--- config.mk ---
export PLATFORM = sky130hd
export DESIGN_NAME = adc_capture_ctrl
export DESIGN_NICKNAME = d
export VERILOG_FILES = /design/src/rtl/adc_capture_ctrl.sv
export SDC_FILE = /design/constraint.sdc
export NUM_CORES = 1
export LEC_CHECK = 0
export CAP_MARGIN = 10
export CORE_AREA = 5 5 79 89
export CTS_CLUSTER_SIZE = 28
export DETAILED_ROUTE_END_ITERATION = 7
export DIE_AREA = 0 0 84 94
export GPL_TIMING_DRIVEN = 0
export PLACE_DENSITY = 0.74
export SYNTH_ARGS = -nofsm -noshare
export SYNTH_HDL_FRONTEND = slang
export SYNTH_SLANG_ARGS = --single-unit
--- constraint.sdc ---
create_clock -name clk_35M -period 2.5 [get_ports clk_35M]
set_clock_uncertainty 0.2 [all_clocks]
set_input_delay 0.375 -clock clk_35M [delete_from_list [all_inputs] [get_ports clk_35M]]
set_output_delay 0.375 -clock clk_35M [all_outputs]
set_load 0.02 [all_outputs]
--- src/rtl/adc_capture_ctrl.sv ---
// adc_capture_ctrl: arms on start, settles, waits for a level crossing and writes NUM_SAMPLES samples to a buffer.
// Defining ADC_TRIG_TIMEOUT_EN adds a forced trigger after TIMEOUT_CYC cycles in WAIT_TRIG.
module adc_capture_ctrl #(
  parameter int NUM_SAMPLES = 1024,
  parameter int ADDR_W      = 10,
  parameter int SETTLE_CYC  = 16,
  parameter int TIMEOUT_CYC = 35000
) (
  input  logic              clk_35M,
  input  logic              rst,
  input  logic              start,
  input  logic              abort,
  input  logic              ack,
  input  logic [7:0]        trig_level,
  input  logic              trig_edge,
  input  logic [7:0]        ad_data,
  output logic              wr_en,
  output logic [ADDR_W-1:0] wr_addr,
  output logic [7:0]        wr_data,
  output logic              busy,
  output logic              done,
  output logic              timed_out
);

  localparam logic [2:0] S_IDLE    = 3'd0;
  localparam logic [2:0] S_ARM     = 3'd1;
  localparam logic [2:0] S_WAIT    = 3'd2;
  localparam logic [2:0] S_CAPTURE = 3'd3;
  localparam logic [2:0] S_DONE    = 3'd4;

  // One counter serves the settle phase and, when enabled, the trigger timeout.
  localparam int CNT_MAX = (SETTLE_CYC > TIMEOUT_CYC) ? SETTLE_CYC : TIMEOUT_CYC;
  localparam int CNT_W   = $clog2(CNT_MAX + 1);
  localparam logic [CNT_W-1:0]  SETTLE_LAST = CNT_W'(SETTLE_CYC - 1);
  localparam logic [ADDR_W-1:0] ADDR_LAST   = ADDR_W'(NUM_SAMPLES - 1);

  logic [2:0]        r_state;
  logic [CNT_W-1:0]  r_cnt;
  logic [7:0]        r_dq;
  logic [7:0]        r_dqq;
  logic              r_dqqValid;
  logic              r_wrEn;
  logic [ADDR_W-1:0] r_wrAddr;
  logic [7:0]        r_wrData;

  logic w_rise;
  logic w_fall;
  logic w_realTrig;
  logic w_timeout;
  logic w_trig;

  always_comb begin
    w_rise     = r_dqqValid && (r_dqq < trig_level) && (r_dq >= trig_level);
    w_fall     = r_dqqValid && (r_dqq > trig_level) && (r_dq <= trig_level);
    w_realTrig = (r_state == S_WAIT) && (trig_edge ? w_fall : w_rise);
    w_trig     = w_realTrig || w_timeout;
  end

  always_ff @(posedge clk_35M) begin
    if (rst) begin
      r_state    <= S_IDLE;
      r_cnt      <= '0;
      r_dq       <= '0;
      r_dqq      <= '0;
      r_dqqValid <= 1'b0;
      r_wrEn     <= 1'b0;
      r_wrAddr   <= '0;
      r_wrData   <= '0;
    end else begin
      r_dq       <= ad_data;
      r_dqq      <= r_dq;
      // Low for the first WAIT_TRIG cycle, when d_qq still holds a pre-settle sample.
      r_dqqValid <= (r_state == S_WAIT);
      if (abort) begin
        r_state <= S_IDLE;
        r_wrEn  <= 1'b0;
        r_cnt   <= '0;
      end else begin
        case (r_state)
          S_IDLE: begin
            if (start) begin
              r_state <= S_ARM;
              r_cnt   <= '0;
            end
          end
          S_ARM: begin
            if (r_cnt == SETTLE_LAST) begin
              r_state <= S_WAIT;
              r_cnt   <= '0;
            end else begin
              r_cnt <= r_cnt + 1'b1;
            end
          end
          S_WAIT: begin
            if (w_trig) begin
              r_state  <= S_CAPTURE;
              r_cnt    <= '0;
              r_wrEn   <= 1'b1;
              r_wrAddr <= '0;
              r_wrData <= r_dq;
            end else begin
`ifdef ADC_TRIG_TIMEOUT_EN
              r_cnt <= r_cnt + 1'b1;
`else
              r_cnt <= r_cnt;
`endif
            end
          end
          S_CAPTURE: begin
            if (r_wrAddr == ADDR_LAST) begin
              r_state <= S_DONE;
              r_wrEn  <= 1'b0;
            end else begin
              r_wrAddr <= r_wrAddr + 1'b1;
              r_wrData <= r_dq;
            end
          end
          S_DONE: begin
            if (ack) begin
              r_state <= S_IDLE;
            end
          end
          default: r_state <= S_IDLE;
        endcase
      end
    end
  end

`ifdef ADC_TRIG_TIMEOUT_EN
  localparam logic [CNT_W-1:0] TIMEOUT_LAST = CNT_W'(TIMEOUT_CYC - 1);

  logic r_timedOut;

  assign w_timeout = (r_state == S_WAIT) && (r_cnt == TIMEOUT_LAST);

  // A real crossing in the timeout cycle wins, so the flag only marks truly forced captures.
  always_ff @(posedge clk_35M) begin
    if (rst) begin
      r_timedOut <= 1'b0;
    end else if (!abort) begin
      if ((r_state == S_IDLE) && start) begin
        r_timedOut <= 1'b0;
      end else if (w_timeout && !w_realTrig) begin
        r_timedOut <= 1'b1;
      end
    end
  end

  assign timed_out = r_timedOut;
`else
  assign w_timeout = 1'b0;
  assign timed_out = 1'b0;
`endif

  assign wr_en   = r_wrEn;
  assign wr_addr = r_wrAddr;
  assign wr_data = r_wrData;
  assign busy    = (r_state == S_ARM) || (r_state == S_WAIT) || (r_state == S_CAPTURE);
  assign done    = (r_state == S_DONE);

endmodule
==> impl_metrics.env <==
export IMPL_synthAdderAreaFrac_pct=8.02
export IMPL_clock_fmax_ghz=0.372
export IMPL_first_iter_violations=110
export IMPL_min_period_over_period_pct=107
export IMPL_route_vias_total=2590
export IMPL_worst_setup_path_type="reg -> reg"
export IMPL_port_buffers=42
export IMPL_synth_seq_cells=55
export IMPL_clock_path_buffers=2
export IMPL_ys_flop_type="dfxtp_1"
export IMPL_max_stage_delay_ns=0.34
export IMPL_crit_chain="ha_4 -> nor2b_1 -> o211ai_1 -> a21boi_4 -> a22o_4 -> o211ai_1 -> and3_4 -> buf_12 -> mux2_4"
export IMPL_min_path_cells=2
export IMPL_rr_startpoint="r_dqq[1]"
export IMPL_post_route_util_pct=64.9
export IMPL_overflow=0
export IMPL_synth_top_family_by_area="simple AND/OR/NAND/NOR gates"
export IMPL_hold_path_class="reg -> reg"
export IMPL_synth_compound_area_share_pct=18.7
export IMPL_cp_max_fo=4
export IMPL_place_congestion=0.929
export IMPL_grt_pass1_wl_um=12000
export IMPL_power_leakage_nw=1.48
export IMPL_die_h_um=94
export IMPL_grtUsageTotal_pct=18.7
export IMPL_ir_drop_mv=0.284
export IMPL_crit_top_cell="o211ai_1"
export IMPL_synth_top_area_share_pct=39.2
export IMPL_drc_errors=0
export IMPL_multi_input_area_mm2=0.00186
export IMPL_cp_end_kind="register"
export IMPL_setup_viol=16
export IMPL_cp_data_required_time_ns=2.49
export IMPL_violations="setup timing"
export IMPL_synthMuxAreaShare_pct=4.59
export IMPL_die_area_mm2=0.00790
export IMPL_cts_sinks=55
export IMPL_seqCellArea_mm2=0.00111
export IMPL_finalHoldViolations=0
export IMPL_synth_top_cells_by_count="dfxtp_1 (55), nand2_1 (27), nor2_1 (26), nor2b_1 (26), a21oi_1 (22)"
export IMPL_vias_per_cell=5.57
export IMPL_grt_setup_unrepaired="yes"
export IMPL_netlist_cell_type_count=52
export IMPL_wl_per_cell_um=15.9
export IMPL_min_to="r_dqq[0]"
export IMPL_maxCapViolCount=0
export IMPL_reg2regPathDepth=9
export IMPL_period_needed_ns=2.68
export IMPL_instances_no_fill=465
export IMPL_die_width_um=84
export IMPL_relSlewSlack_pct=53.2
export IMPL_syn_area_mm2=0.00281
export IMPL_hp_start="r_dq[0]"
export IMPL_firstDrtPassIters=4
export IMPL_row_count=30
export IMPL_fill_cells=509
export IMPL_synth_area_leaders="dfxtp_1 (39%), ha_1 (8.0%), nor2b_1 (5.8%)"
export IMPL_async_flop_share_pct=0
export IMPL_ys_seq_area_share_pct=39.2
export IMPL_grt_pass1_vias=2545
export IMPL_reg2reg_to="wr_data[0]"
export IMPL_crit_arrival_ns=2.68
export IMPL_tightest_slew_ns=0.699
export IMPL_clkLatencyLatePin_ns=0.31
export IMPL_cts_tree="built"
export IMPL_synth_simple_area_share_pct=23.6
export IMPL_post_dp_hpwl_um=4800
export IMPL_cts_root_buf="clkbuf_8"
export IMPL_antenna_found_initial=0
export IMPL_coreArea_mm2=0.00601
export IMPL_io_pins=44
export IMPL_synth_edf_count=0
export IMPL_powerDensity_mw_per_mm2=464
export IMPL_r2r_slack_ns=-0.18
export IMPL_synth_xor_area_share_pct=1.25
export IMPL_synth_top_cell_by_area="dfxtp_1"
export IMPL_cp_start_kind="register"
export IMPL_layout_drive_gt1_share_pct=21.6
export IMPL_n_antenna_cell=0
export IMPL_drt_total_wl_um=7390
export IMPL_yosys_warnings=0
export IMPL_syn2layout_area_growth_pct=38.7
export IMPL_yosysMostFrequentCell="dfxtp_1"
export IMPL_cts_clk_slew_worst_paths_ns=0.10
export IMPL_initial_core_util_pct=46.8
export IMPL_status="finished, violations left"
export IMPL_syn_avg_cell_area_um2=8.72
export IMPL_synthCells=322
export IMPL_slew_violations=0
export IMPL_place_inst=444
export IMPL_fin_nets=424
export IMPL_cts_buffers=5
export IMPL_ant_nets=0
export IMPL_postCtsHoldBufs=0
export IMPL_grt_max_degree=17
export IMPL_worst_slack_ns=-0.185
export IMPL_slowest_stage="dfxtp_2"
export IMPL_syn_num_nets=362
export IMPL_htree_levels=2
## worst max-delay path, delay by kind of cell, from the launching register on
kind	cells	cell delay [ns]
buf+inv	1	0.13
simple gates	2	0.43
fa+ha+maj	1	0.21
flops	1	0.34
compound gates	4	0.96
mux	1	0.30
## stage by stage
stage                     setup WS [ns]  power, W  hold WS [ns]  cell area (um2)  setup TNS, ns
after global placement           -0.947   0.00108         0.250             3370         -27.01
final                            -0.185   0.00181         0.268             3890          -1.85
after global routing             -0.276   0.00188         0.311             3890          -4.06
after CTS                        -0.152   0.00180         0.271             3810          -1.61
after floorplan                 -0.0351   0.00101         0.229             2850        -0.0701
after detailed placement         -0.974   0.00108         0.264             3370         -27.83
## timing repair
| item | CTS | global route |
|---|---|---|
| endpoints found under the hold margin | 0 | 0 |
| buffers inserted | 10 | 6 |
| setup endpoints to repair | 34 | 34 |
| gates resized for setup | 53 | 18 |
| pin swaps | 18 | 11 |
| gates cloned | 1 | 1 |
## final cells by class
| cell class | count | area share (%) |
|---|---|---|
| well taps | 80 | 2.57 |
| multi-input cells | 241 | 47.9 |
| plain buffers | 11 | 1.90 |
| clock buffers | 6 | 1.86 |
| clock inverters | 2 | 1.54 |
| flip-flops and latches | 55 | 28.4 |
| inverters | 14 | 1.67 |
| repair buffers | 56 | 14.2 |
## worst max-delay path by stage
stage | from | to | slack (ns) | depth (start not counted)
2_1_floorplan | trig_level[1] | wr_data[5] | -0.04 | 11
3_3_place_gp | trig_level[1] | r_cnt[5] | -0.95 | 11
3_5_place_dp | trig_level[1] | r_cnt[1] | -0.97 | 11
4_1_cts | r_dqq[1] | wr_data[1] | -0.15 | 10
5_1_grt | r_dqq[1] | wr_data[0] | -0.28 | 9
6_report | r_dqq[1] | wr_data[0] | -0.18 | 9
## cell families (layout without fill, tap and decap cells)
| group | count (synthesis) | after routing |
|---|---|---|
| compound gates | 79 | 79 |
| xor+xnor | 4 | 4 |
| fa+ha+maj | 18 | 18 |
| buf+inv | 26 | 89 |
| flops | 55 | 55 |
| mux | 11 | 11 |
| other cells | 1 | 1 |
| simple gates | 128 | 128 |
## power breakdown
group | internal (W) | leakage, nW | switching, W | total (W)
clock | 0.000400 | 0.0654 | 0.000287 | 0.000688
combinational | 0.000103 | 0.969 | 0.000117 | 0.000220
sequential | 0.000890 | 0.448 | 0.00000957 | 0.000899
total | 0.00139 | 1.48 | 0.000414 | 0.00181
## sequential cells by signal, summed over array words and instances (netlist names)
name        count
wr_en           1
r_state         3
r_dq            8
r_dqqValid      1
r_cnt          16
r_dqq           8
wr_data         8
wr_addr        10
## layer usage
metal	share of wire (%)	vias up	GRT usage, %
met2	51	78	34.2
met5	0	-	0
li1	-	1287	-
met3	6.0	7	3.51
met1	42	1218	22.3
met4	1.1	0	4.96
## layout by cell type, fill, tap and decap left out, types with 4 or more instances in the layout
cell type / n
clkbuf_8: 5
ha_4: 8
clkdlybuf4s50_1: 34
nand2_1: 25
dlygate4sd2_1: 7
ha_1: 9
inv_2: 6
and3_1: 6
nand2b_1: 4
mux2_4: 8
dfxtp_1: 51
nor2_1: 23
o21a_1: 4
buf_4: 9
nand3_1: 12
a21oi_1: 19
clkbuf_1: 5
buf_2: 4
nor2b_1: 25
nor3_1: 6
o21ai_0: 10
nand4_1: 5
inv_1: 7
a211oi_1: 7
a31oi_1: 10
dfxtp_2: 4
buf_6: 5
(Power assumes the default switching activity.)
==> variant 1 (same flow settings) <==
Change the parameter `NUM_SAMPLES` from 1024 to 512.
--- a/src/rtl/adc_capture_ctrl.sv
+++ b/src/rtl/adc_capture_ctrl.sv
@@ -1,7 +1,7 @@
 // adc_capture_ctrl: arms on start, settles, waits for a level crossing and writes NUM_SAMPLES samples to a buffer.
 // Defining ADC_TRIG_TIMEOUT_EN adds a forced trigger after TIMEOUT_CYC cycles in WAIT_TRIG.
 module adc_capture_ctrl #(
-  parameter int NUM_SAMPLES = 1024,
+  parameter int NUM_SAMPLES = 512,
   parameter int ADDR_W      = 10,
   parameter int SETTLE_CYC  = 16,
   parameter int TIMEOUT_CYC = 35000
Behaviour: same outputs for any inputs over 10 cycles, from zero or initial values and one cycle with rst high; that may be too few to reach the edited logic, so the function may still have changed.
==> variant 1 against the original RTL <==
Cell count up 0.22%. Non-clock buffer count is 3 lower. Sequential cell count unchanged. Register-to-register slack improved by 0.29 ns. Sequential power barely moved. Global-route usage down 0.90 points. Routed wire length is 4.6% lower. Total power fell by 9.4%. Setup slack gained 0.29 ns. Clock power is 24% lower. Area after synthesis grew 3.0%. Sequential share of layout area rose by 0.92 points. Final area fell by 3.3%. Largest cell class unchanged.
==> variant 1: results <==
[critical_path]
worst_path_max_delay_cell = a311oi_1
crit_arrival_ns = 2.41
endpoint = r_cnt[6]
reg2reg_setup_slack_ns = 0.11
r2r_cells = 10
critPathMaxStageDelay_ns = 0.26
cp-startpoint = trig_level[1]
rr_startpoint = r_dqq[1]
crit_fanout = 6

[placement]
place_area_um2 = 3390
placement.io_buffers = 40
post-dp-hpwl_um = 4740
place_inst = 449
place_ws_ns = -0.594
gp_congestion = 0.824

[power_and_ir_drop]
ir_drop_mv = 0.306
p_leak_uw = 0.00140
intPower_uw = 1220

[global_routing]
grt_pass1_vias = 2348
met2_usage_pct = 30.4
grt_max_degree = 18
grt_use_total_pct = 17.8
grt_pass1_wl_um = 11400
grt_use_met1_pct = 22.3
met3_usage_pct = 3.60

[layout]
drive_gt1_share_pct = 20.5
clkCellAreaFrac_pct = 2.63
multi_input_cells = 247
n_all_buffers = 64
fillers = 511
inv_count = 12
sh_seq_area_pct = 29.3
final_nets = 425
buffer_area_share_pct = 14.7
insertedDiodeCount = 0
stdcell_area_um2 = 3760

[drt]
met3_length_um = 275
drt_iter0_drc = 115
route.met2.wl_um = 3600
vias = 2530
wl_met1_um = 3130
drt-total-wl_um = 7040
wl_per_cell_um = 15.1

[synth]
synth_seq_area_share_pct = 38.1
yosys-top-cells-count = dfxtp_1 (55), nand2_1 (32), nor2_1 (26), nor2b_1 (26), a21oi_1 (20)
syn-num-nets = 369
netlist_instances = 329
yosysUniqueCellTypes = 56
synth_area_leaders = dfxtp_1 (38%), ha_1 (7.8%), nor2b_1 (5.6%)

[clock_network]
ctsResizeCount = 40
cts_setup_buffers = 7
clk_pin_slew_ns = 0.10

[timing]
slew_headroom_pct = 63.0
period_share_pct = 95.9
whs_ns = 0.269

[run_status]
status = finished clean

[min_path]
hp-start = r_dq[0]
## variant 1: kinds of logic (layout without fill, tap and decap cells)
kind of cell | count (synthesis) | after routing | synth area share [%]
muxes | 10 | 10 | 4.84
buffers and inverters | 27 | 84 | 4.37
other | 1 | 1 | 0.130
and+or+nand+nor | 139 | 139 | 26.3
DFF | 55 | 55 | 38.1
adders and majority gates | 18 | 18 | 7.79
AOI/OAI and AO/OA | 79 | 79 | 18.5
## variant 1: critical path: cells and delay by family
family,cells,cell delay (ns)
adder cells (fa/ha/maj),1,0.20
buffers and inverters,4,0.64
AO/OA/AOI/OAI,6,1.06
AND/OR/NAND/NOR,1,0.12
## variant 1: power by group through the flow
stage	sequential, uW	clock (uW)	combinational [uW]
after detailed placement	916	0	175
after global routing	902	576	238
after global placement	916	0	171
final	901	523	214
after floorplan	914	0	113
after CTS	900	536	205
==> variant 2 (same settings) <==
Without the edit above. Take the reset off `r_dq` and load it in a clocked block of its own.
--- a/src/rtl/adc_capture_ctrl.sv
+++ b/src/rtl/adc_capture_ctrl.sv
@@ -60,14 +60,12 @@
     if (rst) begin
       r_state    <= S_IDLE;
       r_cnt      <= '0;
-      r_dq       <= '0;
       r_dqq      <= '0;
       r_dqqValid <= 1'b0;
       r_wrEn     <= 1'b0;
       r_wrAddr   <= '0;
       r_wrData   <= '0;
     end else begin
-      r_dq       <= ad_data;
       r_dqq      <= r_dq;
       // Low for the first WAIT_TRIG cycle, when d_qq still holds a pre-settle sample.
       r_dqqValid <= (r_state == S_WAIT);
@@ -126,6 +124,10 @@
     end
   end
 
+  always_ff @(posedge clk_35M) begin
+    r_dq <= ad_data;
+  end
+
 `ifdef ADC_TRIG_TIMEOUT_EN
   localparam logic [CNT_W-1:0] TIMEOUT_LAST = CNT_W'(TIMEOUT_CYC - 1);
 
Formal check against the unedited RTL: no difference found for any inputs over 10 cycles, from zero or initial values and one cycle with rst high; that may be too few to reach the edited logic, so the function may still have changed.
==> variant 2 against the original RTL <==
The flow still finishes with violations (negative setup slack). Setup slack improved by 0.15 ns. Final area fell by 2.6%. Non-clock buffer count fell by 2. Utilization fell by 1.7 points. Global-route usage fell by 1.1 points. Total power fell by 7.7%. Routed wire length fell by 9.1%. Area after synthesis rose by 3.3%. Synthesized cell count fell by 1.9%. Largest power group unchanged. Sequential cell count did not move.
==> variant 2: results <==
[global_routing]
grt_pass1_vias = 2450
grt_pass1_wl_um = 11400

[timing]
slew_headroom_pct = 55.2
setup_viol = 8
tns_ns = -0.182
timing.final.ws_setup_ns = -0.0309
whs_ns = 0.290

[critical_path]
r2r_cells = 8

[placement]
placement.io_buffers = 41
gp_congestion = 0.869
post-dp-hpwl_um = 4860

[synth]
synth_compound_area_share_pct = 21.5
yosys-top-cells-count = dfxtp_1 (55), nor2_1 (25), a21oi_1 (22)
syn-num-nets = 356
synth_area_leaders = dfxtp_1 (38%), ha_1 (7.8%), mux2_4 (4.1%)
synth_mux_area_share_pct = 5.17
synth_xor_area_share_pct = 0.604
synth_seq_area_share_pct = 37.9
synthAdderAreaFrac_pct = 7.76

[layout]
final_nets = 413
drive_gt1_share_pct = 24.3
fillers = 531

[power_and_ir_drop]
p_leak_uw = 0.00136

[min_path]
whs_path_depth = 1
min_path_type = in -> reg

[run_status]
violations = negative setup slack
status = complete, but fails checks

[drt]
drt-total-wl_um = 6710
drt_iter0_drc = 107
## variant 2: through the flow
step,instances,area [um^2],setup WS [ns]
global placement,437,3510,-0.973
global route,454,3790,-0.115
floorplan,316,3000,-0.0749
CTS,449,3720,-0.0198
detailed placement,437,3510,-1.01
finish,454,3790,-0.0309
## variant 2: layout make-up
type,instances,share of cell area (%)
Timing Repair Buffer,50,12.6
Sequential cell,55,29.3
Clock inverter,1,0.231
Inverter,11,1.42
Tap cell,80,2.64
Multi-Input combinational cell,235,48.9
Buffer,15,2.71
Clock buffer,7,2.28
## variant 2: report_power, final
group          leakage, uW  switching [uW]  internal (uW)
sequential        0.000449            10.9            893
clock            0.0000484             293            228
combinational     0.000864             127            117
## variant 2: path summary, 6_finish.rpt
path         startpoint    endpoint  slack [ns]
max             r_dq[1]  wr_data[7]       -0.03
min          ad_data[5]     r_dq[5]        0.29
max reg2reg     r_dq[1]  wr_data[7]       -0.03
min reg2reg     r_dq[4]    r_dqq[4]        0.30
## variant 2: metal layers
| metal | vias to the layer above | part of all wire, % | GRT usage (%) |
|---|---|---|---|
| met5 | - | 0 | 0 |
| met3 | 8 | 4.1 | 3.42 |
| met2 | 53 | 50 | 30.4 |
| li1 | 1257 | - | - |
| met4 | 0 | 1.3 | 5.63 |
| met1 | 1195 | 45 | 21.9 |
## variant 2: logic make-up (layout without fill, tap and decap cells)
family / Yosys count / after routing
AND/OR/NAND/NOR: 117 / 117
AO/OA/AOI/OAI: 86 / 86
flip-flops: 55 / 55
buffers and inverters: 26 / 84
adder cells (fa/ha/maj): 18 / 18
multiplexers: 11 / 11
XOR/XNOR: 2 / 2
other: 1 / 1
## variant 2: timing repair
action                                  CTS  global route
setup buffers                             4             5
pin swaps                                14            12
hold buffers                              0             0
endpoints found under the setup margin   35            33
resized for setup                        35            12
